**src/rtl/mips_isa_pkg.sv**
```systemverilog
// mips_isa_pkg: MIPS opcode/func encodings, issue bundle type and immediate extenders
// shared by the decode/issue stage, ALU and control.
package mips_isa_pkg;
   localparam logic [5:0] OP_RTYPE = 6'h00;
   localparam logic [5:0] OP_JAL   = 6'h03;
   localparam logic [5:0] OP_BEQ   = 6'h04;
   localparam logic [5:0] OP_BNE   = 6'h05;
   localparam logic [5:0] OP_ADDI  = 6'h08;
   localparam logic [5:0] OP_ADDIU = 6'h09;
   localparam logic [5:0] OP_ANDI  = 6'h0C;
   localparam logic [5:0] OP_ORI   = 6'h0D;
   localparam logic [5:0] OP_XORI  = 6'h0E;
   localparam logic [5:0] OP_LW    = 6'h23;
   localparam logic [5:0] OP_SW    = 6'h2B;
   localparam logic [5:0] FN_SLL   = 6'h00;
   localparam logic [5:0] FN_SRL   = 6'h02;
   localparam logic [5:0] FN_SRA   = 6'h03;
   localparam logic [5:0] FN_SLLV  = 6'h04;
   localparam logic [5:0] FN_SRLV  = 6'h06;
   localparam logic [5:0] FN_SRAV  = 6'h07;
   localparam logic [5:0] FN_JR    = 6'h08;
   localparam logic [5:0] FN_ADD   = 6'h20;
   localparam logic [5:0] FN_ADDU  = 6'h21;
   localparam logic [5:0] FN_SUB   = 6'h22;
   localparam logic [5:0] FN_SUBU  = 6'h23;
   localparam logic [5:0] FN_AND   = 6'h24;
   localparam logic [5:0] FN_OR    = 6'h25;
   localparam logic [5:0] FN_XOR   = 6'h26;
   localparam logic [5:0] FN_NOR   = 6'h27;
   localparam logic [5:0] FN_SLT   = 6'h2A;
   localparam logic [5:0] FN_SLTU  = 6'h2B;

   typedef struct packed {
      logic [5:0]  opcode;
      logic [5:0]  func;
      logic [4:0]  sa;
      logic [31:0] first;
      logic [31:0] second;
      logic [31:0] store;
      logic [4:0]  dest;
      logic        reg_write;
      logic        mem_read;
      logic        mem_write;
   } issue_t;

   function automatic logic [31:0] sext16(input logic [15:0] v);
      return {{16{v[15]}}, v};
   endfunction

   function automatic logic [31:0] zext16(input logic [15:0] v);
      return {16'h0000, v};
   endfunction

   function automatic logic fn_known(input logic [5:0] fn);
      return fn inside {FN_SLL, FN_SRL, FN_SRA, FN_SLLV, FN_SRLV, FN_SRAV, FN_JR, FN_ADD, FN_ADDU,
                        FN_SUB, FN_SUBU, FN_AND, FN_OR, FN_XOR, FN_NOR, FN_SLT, FN_SLTU};
   endfunction
endpackage

```
**src/rtl/id_scoreboard.sv**
```systemverilog
// id_scoreboard: pending-write vector with writeback clear, flush rollback and issue set;
// lookups see this cycle's clears so a retiring register unblocks immediately.
module id_scoreboard #(
   parameter int NREGS = 32
) (
   input  logic       clk,
   input  logic       rst,
   input  logic       i_set_en,
   input  logic [4:0] i_set_addr,
   input  logic       i_clr_en,
   input  logic [4:0] i_clr_addr,
   input  logic       i_rb_en,
   input  logic [4:0] i_rb_addr,
   input  logic [4:0] i_rs_addr,
   input  logic [4:0] i_rt_addr,
   output logic       o_rs_pend,
   output logic       o_rt_pend
);
   logic [NREGS-1:0] r_pend, w_set, w_clr, w_vis;

   // r0 can never become pending
   assign w_set = (i_set_en ? NREGS'(1) << i_set_addr : '0) & ~NREGS'(1);
   assign w_clr = (i_clr_en ? NREGS'(1) << i_clr_addr : '0) | (i_rb_en ? NREGS'(1) << i_rb_addr : '0);
   assign w_vis = r_pend & ~w_clr;
   assign o_rs_pend = w_vis[i_rs_addr];
   assign o_rt_pend = w_vis[i_rt_addr];

   always_ff @(posedge clk or posedge rst)
      if (rst) r_pend <= '0;
      else     r_pend <= w_vis | w_set;
endmodule

```
**src/rtl/id_issue_stage.sv**
```systemverilog
// id_issue_stage: decode, operand select and registered issue to EX with RAW stall.
// Define ILLEGAL_TRAP_EN to drop unknown words and raise sticky illegal_instr instead of issuing a NOP.
module id_issue_stage
   import mips_isa_pkg::*;
#(
   parameter int NREGS    = 32,
   parameter int LINK_REG = 31
) (
   input  logic        clk,
   input  logic        rst,
   input  logic        if_valid,
   output logic        if_ready,
   input  logic [31:0] if_instr,
   input  logic [31:0] if_pc,
   output logic [4:0]  rf_rs_addr,
   output logic [4:0]  rf_rt_addr,
   input  logic [31:0] rf_rs_data,
   input  logic [31:0] rf_rt_data,
   output logic        ex_valid,
   input  logic        ex_ready,
   output logic [5:0]  ex_opcode,
   output logic [5:0]  ex_func,
   output logic [4:0]  ex_sa,
   output logic [31:0] ex_first_val,
   output logic [31:0] ex_second_val,
   output logic [31:0] ex_store_data,
   output logic [4:0]  ex_dest,
   output logic        ex_reg_write,
   output logic        ex_mem_read,
   output logic        ex_mem_write,
   input  logic        ex_flush,
   input  logic        wb_valid,
   input  logic [4:0]  wb_dest,
   output logic        illegal_instr
);
   issue_t      r_ex, w_b;
   logic        r_ex_valid, w_legal, w_rs_use, w_rt_use, w_rs_pend, w_rt_pend;
   logic        w_advance, w_stall, w_xfer, w_issue;
   logic [5:0]  w_op, w_fn;
   logic [15:0] w_imm;

   assign w_op       = if_instr[31:26];
   assign w_fn       = if_instr[5:0];
   assign w_imm      = if_instr[15:0];
   assign rf_rs_addr = if_instr[25:21];
   assign rf_rt_addr = if_instr[20:16];

   always_comb begin
      w_b        = '0;
      w_b.opcode = w_op;
      w_b.func   = w_fn;
      w_b.sa     = if_instr[10:6];
      w_b.first  = rf_rs_data;
      w_b.second = rf_rt_data;
      w_legal    = 1'b0;
      w_rs_use   = 1'b0;
      w_rt_use   = 1'b0;
      case (w_op)
         OP_RTYPE: begin
            w_legal  = fn_known(w_fn);
            w_rs_use = w_legal;
            w_rt_use = w_legal;
            w_b.dest = (w_legal && w_fn != FN_JR) ? if_instr[15:11] : 5'd0;
         end
         OP_ADDI, OP_ADDIU, OP_LW, OP_ANDI, OP_ORI, OP_XORI: begin
            w_legal      = 1'b1;
            w_rs_use     = 1'b1;
            w_b.second   = (w_op inside {OP_ANDI, OP_ORI, OP_XORI}) ? zext16(w_imm) : sext16(w_imm);
            w_b.dest     = if_instr[20:16];
            w_b.mem_read = (w_op == OP_LW);
         end
         OP_SW: begin
            w_legal       = 1'b1;
            w_rs_use      = 1'b1;
            w_rt_use      = 1'b1;
            w_b.second    = sext16(w_imm);
            w_b.store     = rf_rt_data;
            w_b.mem_write = 1'b1;
         end
         OP_BEQ, OP_BNE: begin
            w_legal  = 1'b1;
            w_rs_use = 1'b1;
            w_rt_use = 1'b1;
         end
         OP_JAL: begin
            w_legal   = 1'b1;
            w_b.first = if_pc + 32'd4;
            w_b.dest  = 5'(LINK_REG);
         end
         default: ;
      endcase
      w_b.reg_write = w_legal && (w_b.dest != 5'd0);
   end

   assign w_advance = !r_ex_valid || ex_ready;
   assign w_stall   = (w_rs_use && w_rs_pend) || (w_rt_use && w_rt_pend);
   assign if_ready  = w_advance && !w_stall && !ex_flush;
   assign w_xfer    = if_valid && if_ready;

`ifdef ILLEGAL_TRAP_EN
   logic r_illegal;
   assign w_issue       = w_legal;
   assign illegal_instr = r_illegal;
   always_ff @(posedge clk or posedge rst)
      if (rst)                    r_illegal <= 1'b0;
      else if (w_xfer && !w_legal) r_illegal <= 1'b1;
`else
   assign w_issue       = 1'b1;
   assign illegal_instr = 1'b0;
`endif

   // flush beats both hold and issue; a killed writer releases its scoreboard bit
   always_ff @(posedge clk or posedge rst)
      if (rst) begin
         r_ex_valid <= 1'b0;
         r_ex       <= '0;
      end else if (ex_flush) begin
         r_ex_valid <= 1'b0;
      end else if (w_advance) begin
         r_ex_valid <= w_xfer && w_issue;
         if (w_xfer && w_issue) r_ex <= w_b;
      end

   id_scoreboard #(.NREGS(NREGS)) u_sb (
      .clk       (clk),
      .rst       (rst),
      .i_set_en  (w_xfer && w_issue && w_b.reg_write),
      .i_set_addr(w_b.dest),
      .i_clr_en  (wb_valid),
      .i_clr_addr(wb_dest),
      .i_rb_en   (ex_flush && r_ex_valid && r_ex.reg_write),
      .i_rb_addr (r_ex.dest),
      .i_rs_addr (rf_rs_addr),
      .i_rt_addr (rf_rt_addr),
      .o_rs_pend (w_rs_pend),
      .o_rt_pend (w_rt_pend)
   );

   assign ex_valid      = r_ex_valid;
   assign ex_opcode     = r_ex.opcode;
   assign ex_func       = r_ex.func;
   assign ex_sa         = r_ex.sa;
   assign ex_first_val  = r_ex.first;
   assign ex_second_val = r_ex.second;
   assign ex_store_data = r_ex.store;
   assign ex_dest       = r_ex.dest;
   assign ex_reg_write  = r_ex.reg_write;
   assign ex_mem_read   = r_ex.mem_read;
   assign ex_mem_write  = r_ex.mem_write;
endmodule

```
**config.mk**
```make
export PLATFORM = sky130hd
export DESIGN_NAME = id_issue_stage
export DESIGN_NICKNAME = d
export VERILOG_FILES = /design/src/rtl/mips_isa_pkg.sv /design/src/rtl/id_scoreboard.sv /design/src/rtl/id_issue_stage.sv
export SDC_FILE = /design/constraint.sdc
export NUM_CORES = 1
export LEC_CHECK = 0
export BUFFER_PORTS_ARGS = -buffer_cell sky130_fd_sc_hd__clkbuf_2
export CORE_MARGIN = 1
export CORE_UTILIZATION = 40
export CTS_CLUSTER_DIAMETER = 200
export DETAILED_ROUTE_END_ITERATION = 12
export SYNTH_ARGS = -nofsm -noshare
export SYNTH_HDL_FRONTEND = slang
export SYNTH_SLANG_ARGS = --single-unit
```
**constraint.sdc**
```tcl
create_clock -name clk -period 9.6 [get_ports clk]
set_input_delay 1.92 -clock clk [delete_from_list [all_inputs] [get_ports clk]]
set_output_delay 1.92 -clock clk [all_outputs]
set_load 0.03 [all_outputs]
```
==> impl_metrics.yaml <==
setup_path:
  critical_path.startpoint: "if_instr[29]"
  arrival_ns: 4.91
  path_class: "input port to output pin"
  cp-end-kind: "output pin"
  required_ns: 7.68
  reg2regPathDepth: 10
  critical_path.max_fanout: 7
  r2r_start: "ex_dest[1]$_DFFE_PP0P_"
  worstSetupStartpointType: "input port"
  r2r_slack_ns: 4.92
logic_synthesis:
  synthArstFlopShare: 1.000
  synth-edff-count: 0
  yosys.area.top_type: "dfrtp_1"
  syn-num-nets: 1011
  synth.area.top_cells: "dfrtp_1, mux2_2, mux2i_1, a21oi_1, nand2_1"
  synth_flop_cell: "dfrtp_1"
  syn-instance-count: 871
  synth-seq-area-share: 0.4387
  syn_avg_cell_area_sq_um: 10.08
  synth_area_sq_um: 8783
  ys_ff_latch: 154
  synth_top_area_share: 0.4387
  synthDistinctLibCells: 71
  yosysWarnings: 0
place:
  dp_cells: 1365
  dp_hpwl_microns: 20510
  port-buffer-count: 271
  gp_congestion: 0.9894
  post-place-ws_ns: 2.816
routing:
  drtAntennaViolNets: 0
  post_drt_via_cell_ratio: 5.440
  avgRoutedWirePerCell_microns: 19.98
  wl_microns: 27930
  drt-initial-drc-count: 494
  route.met2.wl_microns: 13180
  drc: 0
  dr.pass1.iters: 5
  wl_met3_microns: 2229
  highest_layer: "met4"
  num_vias: 7605
  met1_length_microns: 11780
cells_and_area:
  nets: 1249
  multi_input_area_sq_um: 4352
  final_cell_mix: "clkbuf_2, dfrtp_1, mux2_2"
  postLayoutCoreUtil: 0.5097
  layout_commonest_cell: "clkbuf_2"
  drive_gt1_frac: 0.3797
  fin_cells: 1398
  regArea_sq_um: 3854
  area_growth_syn_to_layout_pct: 23.52
  n_fill_cell: 2007
floorplan:
  core.rowCount: 53
  die_area_sq_um: 22560
  coreArea_sq_um: 21290
  die_x_microns: 150.2
  io_pins: 273
  initial_core_util: 0.4126
  die_y_microns: 150.2
pwr:
  fin_total_pwr_uw: 2078
  powerDensity_nw_per_um2: 191.5
  vdd.ir_drop.worst_uv: 117.5
  p_leak_uw: 0.005193
grt:
  grt_antenna_before_repair: 1
  grt_pass1_vias: 7524
  grt_start_max_net_pins: 124
  grt_pass1_wl_microns: 42970
  globalRouteOverflowTotal: 0
  grt_usage: 0.2539
cts:
  cts.htree.levels: 4
  cts_root_buffer: "clkbuf_16"
  numClockSinks: 154
  cts_inserted_buffers: 17
  path_clk_slew_ns: 0.07
  post_cts_buffers: 0
  cts_tree: "built"
  clk_path_buf_depth: 2
  insertion_delay_ns: 0.44
  post_cts_resized: 0
  hold_buffers: 0
job:
  maxCapViolCount: 0
timing:
  finClkSkew_ns: 0.02363
  layout_min_cycle_time_ns: 6.827
  maxSlewViolCount: 0
  grt_setup_unrepaired: "false"
  fin_setup_tns_ns: 0
  hold_viol: 0
  slew_headroom: 0.2061
  fmax_mhz: 146.5
  fin_ws_ns: 2.773
  fin_crit_sh: 0.7112
  setup-violations-final: 0
  worst_slew_pin_slew_ns: 1.186
worst_hold_path:
  hold_class: "register to register"
  whs_path_depth: 1
  min_from: "ex_first_val[26]$_DFFE_PP0P_"
status:
  status: "complete, no violations"
## per-layer routing
| metal | vias to the layer above | track usage |
|---|---|---|
| met5 | - | 0 |
| met4 | 0 | 0.08939 |
| met3 | 45 | 0.07848 |
| met2 | 309 | 0.4127 |
| met1 | 3665 | 0.3179 |
| li1 | 3586 | - |
## area by class of cell
| class | count | share of cell area |
|---|---|---|
| tap | 275 | 0.03171 |
| clock inverter | 15 | 0.02099 |
| inverter | 62 | 0.02191 |
| antenna | 1 | 0.0002307 |
| sequential | 154 | 0.3552 |
| multi-input combinational | 598 | 0.4011 |
| timing repair buffer | 276 | 0.1296 |
| clock buffer | 17 | 0.03921 |
## flip-flops by register name (all words and copies together) (netlist names)
signal / cells
ex_sa: 5
ex_mem_write: 1
ex_second_val: 32
ex_first_val: 32
u_sb.r_pend: 32
ex_func: 6
ex_reg_write: 1
ex_store_data: 32
ex_valid: 1
ex_dest: 5
ex_mem_read: 1
ex_opcode: 6
## critical path, stage by stage
cell	delay, ns
clkbuf_2	0.15
or4_4	0.57
or4_4	0.44
o32ai_2	0.42
nor2_1	0.14
or4_1	0.54
a311oi_2	0.37
nor4_1	0.14
clkbuf_2	0.21
## where the power goes
part / internal [uW] / total (uW) / switching (uW)
Clock: 447 / 752 / 305
Combinational: 184 / 540 / 356
Sequential: 736 / 785 / 49.6
Total: 1370 / 2080 / 710
## cells by family (layout without fill, tap and decap cells)
| family | Yosys count | count (layout) | share of synthesized area |
|---|---|---|---|
| AO/OA/AOI/OAI | 180 | 180 | 0.1405 |
| flip-flops | 154 | 154 | 0.4387 |
| XOR/XNOR | 28 | 28 | 0.02792 |
| adder cells (fa/ha/maj) | 1 | 1 | 0.001424 |
| AND/OR/NAND/NOR | 240 | 240 | 0.1342 |
| multiplexers | 148 | 148 | 0.1892 |
| buffers and inverters | 119 | 370 | 0.06766 |
| other | 1 | 2 | 0.0004269 |
## final timing paths
path | end
worst max-delay path | if_ready
worst min-delay path | ex_first_val[26]$_DFFE_PP0P_
worst max register to register | ex_second_val[14]$_DFFE_PP0P_
worst min register to register | ex_first_val[26]$_DFFE_PP0P_
max in group asynchronous | ex_second_val[13]$_DFFE_PP0P_
min in group asynchronous | u_sb.r_pend[24]$_DFF_PP0_
## Yosys cell counts (11+ instances only)
cell type  count
inv_1         61
o21ai_0       23
o31ai_1       30
clkbuf_1      24
nor3_1        11
nand3_1       13
a21oi_1       55
nor2_1        70
dfrtp_1      154
nand2b_1      14
mux2_2        83
buf_4         18
o221ai_1      15
mux2i_1       52
nand2_1       70
xor2_1        18
## through the flow
step / hold WS, ns / instance area, sq um
6_report: 0.5056 / 10850
5_1_grt: 0.5156 / 10850
2_1_floorplan: 0.4896 / 8783
3_3_place_gp: 0.4763 / 10190
4_1_cts: 0.5074 / 10850
3_5_place_dp: 0.4926 / 10190
(Power assumes the default switching activity.)
